**config.mk**
```make
export PLATFORM = sky130hd
export DESIGN_NAME = i2s_sequencer
export DESIGN_NICKNAME = d
export VERILOG_FILES = /design/src/rtl/i2s_pkg.sv /design/src/rtl/i2s_prescaler.sv /design/src/rtl/i2s_sequencer.sv
export SDC_FILE = /design/constraint.sdc
export NUM_CORES = 1
export LEC_CHECK = 0
export BUFFER_PORTS_ARGS = -buffer_cell sky130_fd_sc_hd__buf_2
export CORE_ASPECT_RATIO = 0.8
export CORE_UTILIZATION = 45
export CTS_BUF_LIST = sky130_fd_sc_hd__clkbuf_4
export DETAILED_ROUTE_END_ITERATION = 12
export PLACE_DENSITY = 0.69
export SLEW_MARGIN = 20
export SYNTH_ARGS = -nofsm -noshare
export SYNTH_HDL_FRONTEND = slang
export SYNTH_SLANG_ARGS = --single-unit
```
**constraint.sdc**
```tcl
create_clock -name ck -period 3.1 [get_ports ck]
set_input_delay 0.31 -clock ck [delete_from_list [all_inputs] [get_ports ck]]
set_output_delay 0.31 -clock ck [all_outputs]
set_load 0.05 [all_outputs]
```
**src/rtl/i2s_pkg.sv**
```systemverilog
// Shared types and constants for the I2S timing master and its helpers.
package i2s_pkg;

  typedef enum logic [1:0] {
    IDLE,
    RUN,
    STOP
  } state_t;

  localparam int FRAME_W      = 6;
  localparam int CLOCKS_SHORT = 32;
  localparam int CLOCKS_LONG  = 64;

  function automatic bit legal_clocks(input int clocks);
    return (clocks == CLOCKS_SHORT) || (clocks == CLOCKS_LONG);
  endfunction

endpackage

```
**src/rtl/i2s_prescaler.sv**
```systemverilog
// Generic mod-N counter with enable, synchronous clear and a wrap strobe.
module i2s_prescaler #(
  parameter int N = 12,
  parameter int W = 4
) (
  input  logic         ck,
  input  logic         rst,
  input  logic         en,
  input  logic         clr,
  output logic [W-1:0] count,
  output logic         wrap
);

  localparam logic [W-1:0] LAST = W'(N - 1);

  assign wrap = en && (count == LAST);

  always_ff @(posedge ck or posedge rst) begin
    if (rst) begin
      count <= '0;
    end else if (clr) begin
      count <= '0;
    end else if (en) begin
      count <= wrap ? '0 : count + 1'b1;
    end
  end

endmodule

```
**src/rtl/i2s_sequencer.sv**
```systemverilog
// I2S timing master: bit clock, word select, sample/shift strobes and slot counter
// with a start/stop sequence that never truncates a frame.
module i2s_sequencer
  import i2s_pkg::*;
#(
  parameter int DIVIDER = 12,
  parameter int CLOCKS  = 64
) (
  input  logic               ck,
  input  logic               rst,
  input  logic               en,
  output logic               sck,
  output logic               ws,
  output logic               sample,
  output logic               tx_en,
  output logic [FRAME_W-1:0] frame_posn,
  output logic               frame_start,
  output logic               frame_done,
  output logic               busy
);

  localparam int PS_W = $clog2(DIVIDER);

  localparam logic [PS_W-1:0]    PS_HALF     = PS_W'(DIVIDER / 2);
  localparam logic [PS_W-1:0]    PS_PRE_HALF = PS_W'(DIVIDER / 2 - 1);
  localparam logic [PS_W-1:0]    PS_LAST     = PS_W'(DIVIDER - 1);
  localparam logic [FRAME_W-1:0] FP_PRE_HALF = FRAME_W'(CLOCKS / 2 - 1);
  localparam logic [FRAME_W-1:0] FP_LAST     = FRAME_W'(CLOCKS - 1);

  if ((DIVIDER % 2) != 0 || DIVIDER < 4) begin : g_bad_divider
    $error("i2s_sequencer: DIVIDER must be even and at least 4");
  end
  if (!legal_clocks(CLOCKS)) begin : g_bad_clocks
    $error("i2s_sequencer: CLOCKS must be 32 or 64");
  end

  state_t            state;
  state_t            state_next;
  logic              running;
  logic [PS_W-1:0]   prescale;
  logic              ps_wrap;
  logic              fp_wrap;

  assign running = (state != IDLE);

  i2s_prescaler #(.N(DIVIDER), .W(PS_W)) u_prescale (
    .ck    (ck),
    .rst   (rst),
    .en    (running),
    .clr   (!running),
    .count (prescale),
    .wrap  (ps_wrap)
  );

  // Slot counter only steps on a prescale wrap, so its wrap is the last ck of the frame.
  i2s_prescaler #(.N(CLOCKS), .W(FRAME_W)) u_frame (
    .ck    (ck),
    .rst   (rst),
    .en    (ps_wrap),
    .clr   (!running),
    .count (frame_posn),
    .wrap  (fp_wrap)
  );

  always_ff @(posedge ck or posedge rst) begin
    if (rst) begin
      state <= IDLE;
    end else begin
      state <= state_next;
    end
  end

  always_comb begin
    state_next = state;
    case (state)
      IDLE: if (en) state_next = RUN;
      RUN:  if (!en) state_next = STOP;
      STOP: begin
        if (en) begin
          state_next = RUN;
        end else if (fp_wrap) begin
          state_next = IDLE;
        end
      end
      default: state_next = IDLE;
    endcase
  end

  // Pins are registered one cycle ahead of the counter value they decode.
  always_ff @(posedge ck or posedge rst) begin
    if (rst) begin
      sck <= 1'b0;
      ws  <= 1'b0;
    end else if (state_next == IDLE) begin
      sck <= 1'b0;
      ws  <= 1'b0;
    end else if (running) begin
      if (prescale == PS_PRE_HALF) begin
        sck <= 1'b1;
      end else if (prescale == PS_LAST) begin
        sck <= 1'b0;
      end
      if (ps_wrap && frame_posn == FP_PRE_HALF) begin
        ws <= 1'b1;
      end else if (ps_wrap && frame_posn == FP_LAST) begin
        ws <= 1'b0;
      end
    end
  end

  assign busy        = running;
  assign sample      = running && (prescale == PS_HALF);
  assign tx_en       = running && (prescale == '0);
  assign frame_start = running && (prescale == '0) && (frame_posn == '0);
  assign frame_done  = fp_wrap;

endmodule

```
# Word level (Yosys, flattened, before mapping)
# Cells that the tools add are included.
dict set report op_classes {
  add_sub_neg 2
  n_eq_ne 8
  muxes 18
  reduce_logical 16
}
# op n
set op_table {}
lappend op_table {{2-to-1 mux 6 bit} 3}
lappend op_table {{equality test 4 x 3 -> 1 bit, second input constant} 2}
lappend op_table {{2-to-1 mux 1 bit} 8}
lappend op_table {{2-to-1 mux 2 bit} 4}
lappend op_table {{2-to-1 mux 4 bit} 2}
lappend op_table {{adder 6 x 1 -> 6 bit, second input constant} 1}
lappend op_table {{equality test 6 x 5 -> 1 bit, second input constant} 1}
lappend op_table {{equality test 6 bit, second input constant} 1}
lappend op_table {{logical AND 1 bit} 6}
lappend op_table {{zero test 6 bit} 1}
lappend op_table {{one-hot mux 2 bit (3 select lines)} 1}
lappend op_table {{nonzero test 3 bit} 2}
lappend op_table {{adder 4 x 1 -> 4 bit, second input constant} 1}
lappend op_table {{equality test 4 bit, second input constant} 1}
lappend op_table {{zero test 2 bit} 2}
lappend op_table {{zero test 4 bit} 1}
lappend op_table {{AND reduction 2 bit} 2}
lappend op_table {{nonzero test 2 bit} 2}
lappend op_table {{equality test 2 x 1 -> 1 bit, second input constant} 1}
lappend op_table {{equality test 2 bit, second input constant} 1}
lappend op_table {{inequality test 2 x 1 -> 1 bit, second input constant} 1}
dict set report totals {
  regBits 14
  wordCells 49
}

# Logic depth before layout (Yosys ltp)
# Gate-level depths: netlist of run 1.
dict set report depth {
  depth_word 9
  ltp_mapped 5
}

# Modules after synthesis
# A second synthesis of run 1 with hierarchy kept.
dict set report hier_totals {
  cells_unflattened 89
  area_unflattened_um2 808.3
}
# module instances cells_per_inst area_per_inst_um2 seq_area_each_um2
set by_module_without_submodules {}
lappend by_module_without_submodules {{i2s_prescaler (u_frame)} 1 31 306.5 150.1}
lappend by_module_without_submodules {i2s_sequencer 1 34 279.0 100.1}
lappend by_module_without_submodules {{i2s_prescaler (u_prescale)} 1 24 222.7 100.1}

# Worst setup path after synthesis of run 1
# No wires, ideal clock.
dict set report synth_timing {
  kind {register -> output}
  from {reg u_prescale.count[0]}
  to {out frame_start}
  arrival_ps 2792
  slack_ps -2
  path_stages_with_launch 5
  n_path_buf 0
  path_cell_list {dfrtp_1 inv_1 ha_1 nor4b_2 nor3b_1}
}
dict set report synth_via {
  elab_chain_len 3
}
# element line
set synth_rtl {}
lappend synth_rtl {{start: declaration} i2s_prescaler.sv:10} ;# output logic [W-1:0] count,
lappend synth_rtl {{start signal: assignment} i2s_prescaler.sv:24} ;# count <= wrap ? '0 : count + 1'b1;
lappend synth_rtl {{zero test 4 bit} --}
lappend synth_rtl {{logical AND 1 bit} --}
lappend synth_rtl {{via tx_en} i2s_sequencer.sv:15} ;# output logic tx_en,
lappend synth_rtl {{logical AND 1 bit} i2s_sequencer.sv:114} ;# assign frame_start = running && (prescale == '0) && (frame_posn == '0);
lappend synth_rtl {{end: declaration} i2s_sequencer.sv:17} ;# output logic frame_start,
# The timed path passes the listed nets, and every way through them passes these cells.

# Final worst setup path of run 1
dict set report layout_timing {
  from {reg u_prescale.count[0]}
  to {out frame_done}
}
dict set report layout_via {
  elab_chain_len 3
}
# element line
set layout_rtl {}
lappend layout_rtl {{equality test 4 bit} i2s_prescaler.sv:16} ;# assign wrap = en && (count == LAST);
lappend layout_rtl {{logical AND 1 bit (2 in series)} i2s_prescaler.sv:16}
lappend layout_rtl {{end: declaration} i2s_sequencer.sv:18} ;# output logic frame_done,
# No other way between the ends.

==> results of run 1 <==
==> worst max-delay path, stage by stage (launching register included) <==
cell and delay [ps]:
sky130_fd_sc_hd__dfrtp_1 420, sky130_fd_sc_hd__ha_1 290, sky130_fd_sc_hd__and4b_1 310, sky130_fd_sc_hd__nand4_1 170
sky130_fd_sc_hd__nor2_1 120, sky130_fd_sc_hd__buf_2 270
==> registers in the layout (all words and copies together), names as in the netlist <==
signal	count
state	2
sck	1
ws	1
u_prescale.count	4
u_frame.count	6
==> worst min path at each step <==
stage	start	end	slack [ps]	cells after the start
CTS	rst	u_prescale.count[2]	70	2
finish	rst	u_prescale.count[1]	50	2
global route	rst	sck	110	2
global placement	rst	u_prescale.count[3]	380	2
detailed placement	rst	u_prescale.count[3]	380	2
floorplan	rst	sck	200	1
==> cell families after synthesis <==
group           after synthesis  synth area share (%)
buf+inv                       9                  4.25
compound gates               13                  12.3
flops                        14                  42.6
xor+xnor                      5                  5.32
simple gates                 33                  25.1
mux                           1                  1.37
fa+ha+maj                     6                  9.12
==> placed cells by master, fill, tap and decap left out, types with 2 or more instances in the layout <==
cell,n
sky130_fd_sc_hd__nor2_1,10
sky130_fd_sc_hd__ha_1,6
sky130_fd_sc_hd__clkbuf_4,3
sky130_fd_sc_hd__xnor2_1,4
sky130_fd_sc_hd__o21ai_0,2
sky130_fd_sc_hd__nand3_1,4
sky130_fd_sc_hd__a31oi_1,3
sky130_fd_sc_hd__inv_1,8
sky130_fd_sc_hd__a21oi_1,3
sky130_fd_sc_hd__dfrtp_1,14
sky130_fd_sc_hd__buf_2,15
sky130_fd_sc_hd__and3_1,2
sky130_fd_sc_hd__nand2_1,4
==> per-stage QoR <==
stage | power, W | setup slack, ps | instance area (um2) | hold WS, ps
final | 0.000440 | 924 | 952 | 48.5
after detailed placement | 0.000336 | 1240 | 926 | 382
after global routing | 0.000466 | 807 | 952 | 108
after CTS | 0.000444 | 920 | 952 | 73.1
after floorplan | 0.000312 | 431 | 828 | 199
after global placement | 0.000336 | 1280 | 926 | 380
==> cell type report <==
cell class,count,area (um2)
timing repair buffer,15,75.1
sequential,14,350
inverter,8,30.0
tap,22,27.5
clock inverter,1,3.75
clock buffer,3,22.5
fill,163,723
multi-input combinational,58,443
==> metal layers <==
metal  vias to the layer above  wire length (um)
met5                         -                 0
li1                        315                 -
met4                         0                 6
met1                       297               814
met3                         2                61
met2                        15               667
==> power by group through the flow <==
stage	Clock [W]	Combinational (W)	Sequential, W
5_1_grt	0.000119	0.000128	0.000220
3_3_place_gp	0	0.000118	0.000218
2_1_floorplan	0	0.0000948	0.000217
3_5_place_dp	0	0.000116	0.000220
6_report	0.000108	0.000116	0.000216
4_1_cts	0.000111	0.000117	0.000216
==> results_tabular.tex, run 1 <==
\begin{tabular}{lr}
\hline
Metric & Value \\
\hline
\multicolumn{2}{l}{\textbf{Status}} \\
Outcome & finished clean \\
\multicolumn{2}{l}{\textbf{Clocking}} \\
CTS Sinks & 14 \\
Clock transition time at the flip-flop clock pins of the worst setup and hold paths & 90 ps \\
Number of setup buffers added after CTS & 0 \\
Buffers from clock root to sink, at most & 2 \\
Post-CTS Hold Buffers & 0 \\
Number of buffers created by CTS & 3 \\
Clock tree from TritonCTS & done \\
Insertion delay to the later sink of the worst-skew pair & 280 ps \\
Root Buffer Master & sky130\_fd\_sc\_hd\_\_clkbuf\_4 \\
Maximum level of the CTS H-tree & 1 \\
Total of cells resized after clock tree synthesis & 0 \\
\multicolumn{2}{l}{\textbf{Power and ir drop}} \\
Worst supply voltage drop on vdd & 224 uV \\
Combinational share of power & 26.4\% \\
Clock power share & 24.6\% \\
Leakage power figure & 0.522 nW \\
Share of power burned in registers & 49.1\% \\
Cell-internal power & 0.000282 W \\
Power Dens Cells & 462 nW/um2 \\
Net switching component of the power & 0.000158 W \\
Proportion of total power due to net switching & 35.9\% \\
\multicolumn{2}{l}{\textbf{Placed design}} \\
Count of input and output buffers & 15 \\
Half-perimeter wire length after detailed placement & 1130 um \\
Final RePlAce weighted congestion & 0.702 \\
Number of placed instances with taps included & 117 \\
\multicolumn{2}{l}{\textbf{Logic synthesis}} \\
Async set-or-reset flop fraction in the synthesized netlist & 100\% \\
Top\_reg\_cell synth & sky130\_fd\_sc\_hd\_\_dfrtp\_1 \\
Area leader, netlist & sky130\_fd\_sc\_hd\_\_dfrtp\_1 \\
Syn Area/Cell & 10.2 um2 \\
Post-synth design cell area & 823 um2 \\
Area share of the largest cell type after synthesis & 42.6\% \\
Post-synthesis sequential element count & 14 \\
Most frequent cell after synthesis & sky130\_fd\_sc\_hd\_\_dfrtp\_1 \\
Sequential fraction of the synthesis area & 42.6\% \\
Number of flops mapped to enable cells by yosys & 0 \\
Number of unique standard cell types used by synthesis & 32 \\
Most used standard cells in the synthesized netlist & 14 x sky130\_fd\_sc\_hd\_\_dfrtp\_1, 10 x sky130\_fd\_sc\_hd\_\_nor2\_1, 8 x sky130\_fd\_sc\_hd\_\_inv\_1 \\
Post-Syn Nets & 90 \\
Synth warnings & 0 \\
Cells taking the most area after synthesis & sky130\_fd\_sc\_hd\_\_dfrtp\_1 43\%, sky130\_fd\_sc\_hd\_\_ha\_1 9.1\%, sky130\_fd\_sc\_hd\_\_nor2\_1 4.6\% \\
Cell count after synthesis & 81 \\
\multicolumn{2}{l}{\textbf{Routing}} \\
Total wirelength of the detailed-routed design & 1550 um \\
DR iter-0 viols & 12 \\
First drt pass iteration count & 4 \\
Vias after detailed routing & 629 \\
Remaining DRCs & 0 \\
Per-cell via count in the routed design & 5.20 \\
Number of nets with antenna violations after routing & 0 \\
Wire per inst & 12.8 um \\
\multicolumn{2}{l}{\textbf{Worst hold path}} \\
Hold Crit Class & input port to async pin \\
\multicolumn{2}{l}{\textbf{Floorplan}} \\
Core area & 1680 um2 \\
Number of placed I/O pins & 16 \\
Die H & 40.3 um \\
Number of core rows & 13 \\
Initial cell density of the core & 49.1\% \\
Area enclosed by the die boundary & 2010 um2 \\
Die extent in x & 49.8 um \\
\multicolumn{2}{l}{\textbf{Finish}} \\
Number of non-filler instances in the completed layout & 121 \\
Layout Area Growth over Synthesis & 15.7\% \\
Proportion of layout cells with a drive suffix above 1 & 26.3\% \\
Diode count & 0 \\
Final core area utilization & 56.8\% \\
Final-stage net count & 109 \\
\multicolumn{2}{l}{\textbf{Setup path}} \\
WS Path Type & flop to output pin \\
Setup slack of the most critical reg-to-reg path & 1530 ps \\
Worst reg2reg path depth & 5 \\
Data required time at the worst endpoint & 2790 ps \\
WP data arrival & 1870 ps \\
Category of the worst setup path launch point & flop \\
R2r startpoint & u\_prescale.count[0] \\
Critical-path maximum fanout & 5 \\
Critical path destination & frame\_done \\
Element type at the critical path end & output pin \\
Critical path startpoint & u\_prescale.count[0] \\
R2R Path End & ws \\
\multicolumn{2}{l}{\textbf{Global routing}} \\
Overall global routing resource usage & 17.3\% \\
Initial antenna violation count & 0 \\
Pin count of the biggest net entering global routing & 15 \\
Met2 Usage GRT & 27.7\% \\
Via count of the first global-routing pass & 512 \\
Global route overflow & 0 \\
Met3 layer usage reported by global route & 5.68\% \\
First-pass GRT wire length & 2380 um \\
Busiest metal layer after global routing & met2 \\
Met1 layer usage reported by global route & 22.9\% \\
\multicolumn{2}{l}{\textbf{Timing}} \\
Count of pins over their slew limit & 0 \\
Final worst path period need & 2180 ps \\
Max Freq & 459 MHz \\
Normalized max-slew margin & 64.6\% \\
Setup violation total in the final timing report & 0 \\
Final Hold Viols & 0 \\
Slew at the pin with the worst max-slew slack & 531 ps \\
Sum Neg Setup Slack & 0 ps \\
Fraction of the cycle the final worst path needs & 70.2\% \\
RSZ-0062 raised after global routing & no \\
Final worst clock skew & 2.25 ps \\
\multicolumn{2}{l}{\textbf{Job}} \\
Max-Cap Viols & 0 \\
\hline
\end{tabular}
Power figures use the tool's default switching activity.
==> run 2: changes to the inputs <==
- ABC_AREA: default -> 1
- PLACE_DENSITY: 0.69 -> 0.72
- clock period: 3.1 -> 1.9 ns (I/O delays scaled with it)
==> run 2 against run 1 <==
Clock power increased by 50%; cell count increased by 8.3%; global-route usage grew 2.0 points; critical endpoint unchanged.
==> results_tabular.tex, run 2 <==
\begin{tabular}{lr}
\hline
Metric & Value \\
\hline
\multicolumn{2}{l}{\textbf{Status}} \\
Outcome & finished clean \\
\multicolumn{2}{l}{\textbf{Routing}} \\
Per-cell via count in the routed design & 4.82 (-7.3\%) \\
Wire per inst & 12.5 um (-2.7\%) \\
Total wirelength of the detailed-routed design & 1630 um (+5.4\%) \\
DR iter-0 viols & 11 (-1) \\
Number of nets with antenna violations after routing & 0 (unchanged) \\
First drt pass iteration count & 4 (unchanged) \\
Vias after detailed routing & 631 (+0.32\%) \\
Remaining DRCs & 0 (unchanged) \\
\multicolumn{2}{l}{\textbf{Setup path}} \\
Element type at the critical path end & output pin \\
Setup slack of the most critical reg-to-reg path & 490 ps (-1040 ps) \\
Critical-path maximum fanout & 6 (+1) \\
WP data arrival & 1610 ps (-260 ps) \\
R2r startpoint & u\_prescale.count[0] \\
Critical path startpoint & u\_prescale.count[0] \\
Worst reg2reg path depth & 8 (+3) \\
Data required time at the worst endpoint & 1710 ps (-1080 ps) \\
R2R Path End & sck \\
WS Path Type & flop to output pin \\
Category of the worst setup path launch point & flop \\
\multicolumn{2}{l}{\textbf{Placed design}} \\
Number of placed instances with taps included & 127 (+8.5\%) \\
Half-perimeter wire length after detailed placement & 1240 um (+9.3\%) \\
Count of input and output buffers & 15 (unchanged) \\
Final RePlAce weighted congestion & 0.792 (+13\%) \\
\multicolumn{2}{l}{\textbf{Timing}} \\
Setup violation total in the final timing report & 0 (unchanged) \\
Max Freq & 555 MHz \\
RSZ-0062 raised after global routing & no \\
Fraction of the cycle the final worst path needs & 94.9\% \\
Final worst clock skew & 4.87 ps (+2.62 ps) \\
Slew at the pin with the worst max-slew slack & 545 ps (+13.6 ps) \\
Final worst path period need & 1800 ps \\
Normalized max-slew margin & 63.6\% (-0.91 points) \\
Count of pins over their slew limit & 0 (unchanged) \\
Sum Neg Setup Slack & 0 ps (unchanged) \\
Final Hold Viols & 0 (unchanged) \\
\multicolumn{2}{l}{\textbf{Finish}} \\
Largest registers ranked by flip-flop count & u\_frame.count: 6 flops, u\_prescale.count: 4 flops, state: 2 flops \\
Diode count & 0 (unchanged) \\
Max FFs per register & 6 (unchanged) \\
Most common cell after layout, fill and taps aside & sky130\_fd\_sc\_hd\_\_inv\_1 \\
Area occupied by registers & 350 um2 (unchanged) \\
Final-stage net count & 120 (+10\%) \\
Final core area utilization & 59.0\% (+2.1 points) \\
Number of non-filler instances in the completed layout & 131 (+8.3\%) \\
Number of inserted filler cells in the final layout & 159 (-2.5\%) \\
Proportion of layout cells with a drive suffix above 1 & 31.2\% (+4.9 points) \\
Top library cells by usage in the layout, fill and taps aside & 16 x sky130\_fd\_sc\_hd\_\_inv\_1, 14 x sky130\_fd\_sc\_hd\_\_dfrtp\_1, 13 x sky130\_fd\_sc\_hd\_\_buf\_2, 11 x sky130\_fd\_sc\_hd\_\_nand2\_1, 7 x sky130\_fd\_sc\_hd\_\_nand3\_1 \\
Register with the most flip-flops & u\_frame.count \\
Area of combinational cells with multiple inputs & 420 um2 (-5.1\%) \\
Layout Area Growth over Synthesis & 19.2\% \\
\multicolumn{2}{l}{\textbf{Clocking}} \\
Maximum level of the CTS H-tree & 1 (unchanged) \\
CTS Sinks & 14 (unchanged) \\
Buffers from clock root to sink, at most & 2 (unchanged) \\
Clock tree from TritonCTS & done \\
Number of buffers created by CTS & 3 (unchanged) \\
Root Buffer Master & sky130\_fd\_sc\_hd\_\_clkbuf\_4 \\
Clock transition time at the flip-flop clock pins of the worst setup and hold paths & 80 ps (about the same) \\
Number of setup buffers added after CTS & 0 (unchanged) \\
Insertion delay to the later sink of the worst-skew pair & 280 ps (about the same) \\
\multicolumn{2}{l}{\textbf{Floorplan}} \\
Die extent in x & 49.8 um (-0.14\%) \\
Number of core rows & 13 (unchanged) \\
Core area & 1660 um2 (-0.97\%) \\
Initial cell density of the core & 49.5\% (+0.33 points) \\
Die H & 40.2 um (-0.14\%) \\
Number of placed I/O pins & 16 (unchanged) \\
Area enclosed by the die boundary & 2000 um2 (-0.28\%) \\
\multicolumn{2}{l}{\textbf{Job}} \\
Max-Cap Viols & 0 (unchanged) \\
\multicolumn{2}{l}{\textbf{Logic synthesis}} \\
Number of unique standard cell types used by synthesis & 23 (-28\%) \\
Most used standard cells in the synthesized netlist & 16 x sky130\_fd\_sc\_hd\_\_inv\_1, 14 x sky130\_fd\_sc\_hd\_\_dfrtp\_1, 11 x sky130\_fd\_sc\_hd\_\_nand2\_1 \\
Number of flops mapped to enable cells by yosys & 0 (unchanged) \\
Post-synth design cell area & 821 um2 (-0.30\%) \\
Area share of the largest cell type after synthesis & 42.7\% (+0.13 points) \\
Cell count after synthesis & 90 (+11\%) \\
Most frequent cell after synthesis & sky130\_fd\_sc\_hd\_\_inv\_1 \\
Sequential fraction of the synthesis area & 42.7\% (+0.13 points) \\
Post-synthesis sequential element count & 14 (unchanged) \\
Area leader, netlist & sky130\_fd\_sc\_hd\_\_dfrtp\_1 \\
Synth warnings & 0 (unchanged) \\
Syn Area/Cell & 9.12 um2 (-10\%) \\
Top\_reg\_cell synth & sky130\_fd\_sc\_hd\_\_dfrtp\_1 \\
Cells taking the most area after synthesis & sky130\_fd\_sc\_hd\_\_dfrtp\_1 43\%, sky130\_fd\_sc\_hd\_\_ha\_1 9.1\%, sky130\_fd\_sc\_hd\_\_inv\_1 7.3\% \\
Async set-or-reset flop fraction in the synthesized netlist & 100\% (unchanged) \\
Post-Syn Nets & 99 (+10\%) \\
\multicolumn{2}{l}{\textbf{Global routing}} \\
Global route overflow & 0 (unchanged) \\
Initial antenna violation count & 0 (unchanged) \\
Via count of the first global-routing pass & 581 (+13\%) \\
Overall global routing resource usage & 19.3\% (+2.0 points) \\
First-pass GRT wire length & 2660 um (+12\%) \\
Pin count of the biggest net entering global routing & 15 (unchanged) \\
\multicolumn{2}{l}{\textbf{Worst hold path}} \\
Worst Min Path Start & en \\
Worst Hold Path EP & state[0] \\
Worst hold path depth & 3 \\
Hold Crit Class & input port to flop \\
\multicolumn{2}{l}{\textbf{Power and ir drop}} \\
Tot Pwr & 0.000746 W (+69\%) \\
Worst supply voltage drop on vdd & 394 uV (+76\%) \\
Leakage power figure & 0.477 nW (-8.5\%) \\
Power Dens Cells & 762 nW/um2 (+65\%) \\
\hline
\end{tabular}
[run 2: cell count changes in the layout (fill, tap and decap cells not counted), moves of 3 or more]
cell / delta
sky130_fd_sc_hd__inv_1: +8
sky130_fd_sc_hd__nand2_1: +7
sky130_fd_sc_hd__nor2_1: -4
sky130_fd_sc_hd__a31oi_1: -3
sky130_fd_sc_hd__nand2_2: +3
sky130_fd_sc_hd__nand3_1: +3
sky130_fd_sc_hd__nor2_4: +3
sky130_fd_sc_hd__o22ai_1: +3
[run 2: kinds of logic (layout without fill, tap and decap cells)]
group | after synthesis | after routing | synth area share [%]
and+or+nand+nor | 37 | 37 | 27.3
buffers and inverters | 18 | 37 | 8.23
DFF | 14 | 14 | 42.7
AOI/OAI and AO/OA | 11 | 11 | 8.38
adders and majority gates | 6 | 6 | 9.15
xor gates and xnor gates | 4 | 4 | 4.27
[run 2: metal layers]
metal	vias to the layer above	GRT usage (%)	wire length, um
li1	327	-	-
met1	287	25.3	808
met2	15	30.1	725
met3	2	6.82	84
met4	0	6.43	12
met5	-	0	0
[run 2: worst max-delay path by stage]
stage | endpoint | slack, ps | cells after the start
5_1_grt | frame_done | 6 | 6
3_5_place_dp | frame_done | 370 | 6
2_1_floorplan | frame_start | 110 | 4
6_report | frame_done | 100 | 6
4_1_cts | frame_done | 60 | 6
3_3_place_gp | frame_start | 440 | 5
[run 2: critical path, cell delays in order, from the launching register on]
cell	delay [ps]
sky130_fd_sc_hd__dfrtp_1	430
sky130_fd_sc_hd__ha_2	250
sky130_fd_sc_hd__nand3_4	110
sky130_fd_sc_hd__nor2_4	160
sky130_fd_sc_hd__nand2_1	90
sky130_fd_sc_hd__inv_1	60
sky130_fd_sc_hd__clkbuf_4	220
[run 2: timing repair]
action	4_1_cts	5_1_grt
endpoints found under the setup margin	0	1
hold buffers	1	0
gates resized for setup	0	3
hold endpoints to repair	14	0
[run 2: final cells by class]
class                           count  share of cell area (%)
Sequential cell                    14                    35.8
Clock buffer                        3                    2.30
Timing Repair Buffer               16                    9.21
Inverter                           18                    6.91
Tap cell                           22                    2.81
Multi-Input combinational cell     58                    43.0
[run 2: power breakdown]
| part | internal (W) | switching [W] |
|---|---|---|
| sequential | 0.000323 | 0.0000319 |
| clock | 0.0000735 | 0.0000888 |
| combinational | 0.0000689 | 0.000160 |
[run 2: stage by stage]
step | cell area, um2 | setup WS [ps] | hold WS [ps]
2_1_floorplan | 836 | 113 | 79.2
3_3_place_gp | 938 | 438 | 255
3_5_place_dp | 938 | 373 | 262
4_1_cts | 971 | 56.0 | 187
5_1_grt | 978 | 6.29 | 191
6_report | 978 | 96.9 | 189
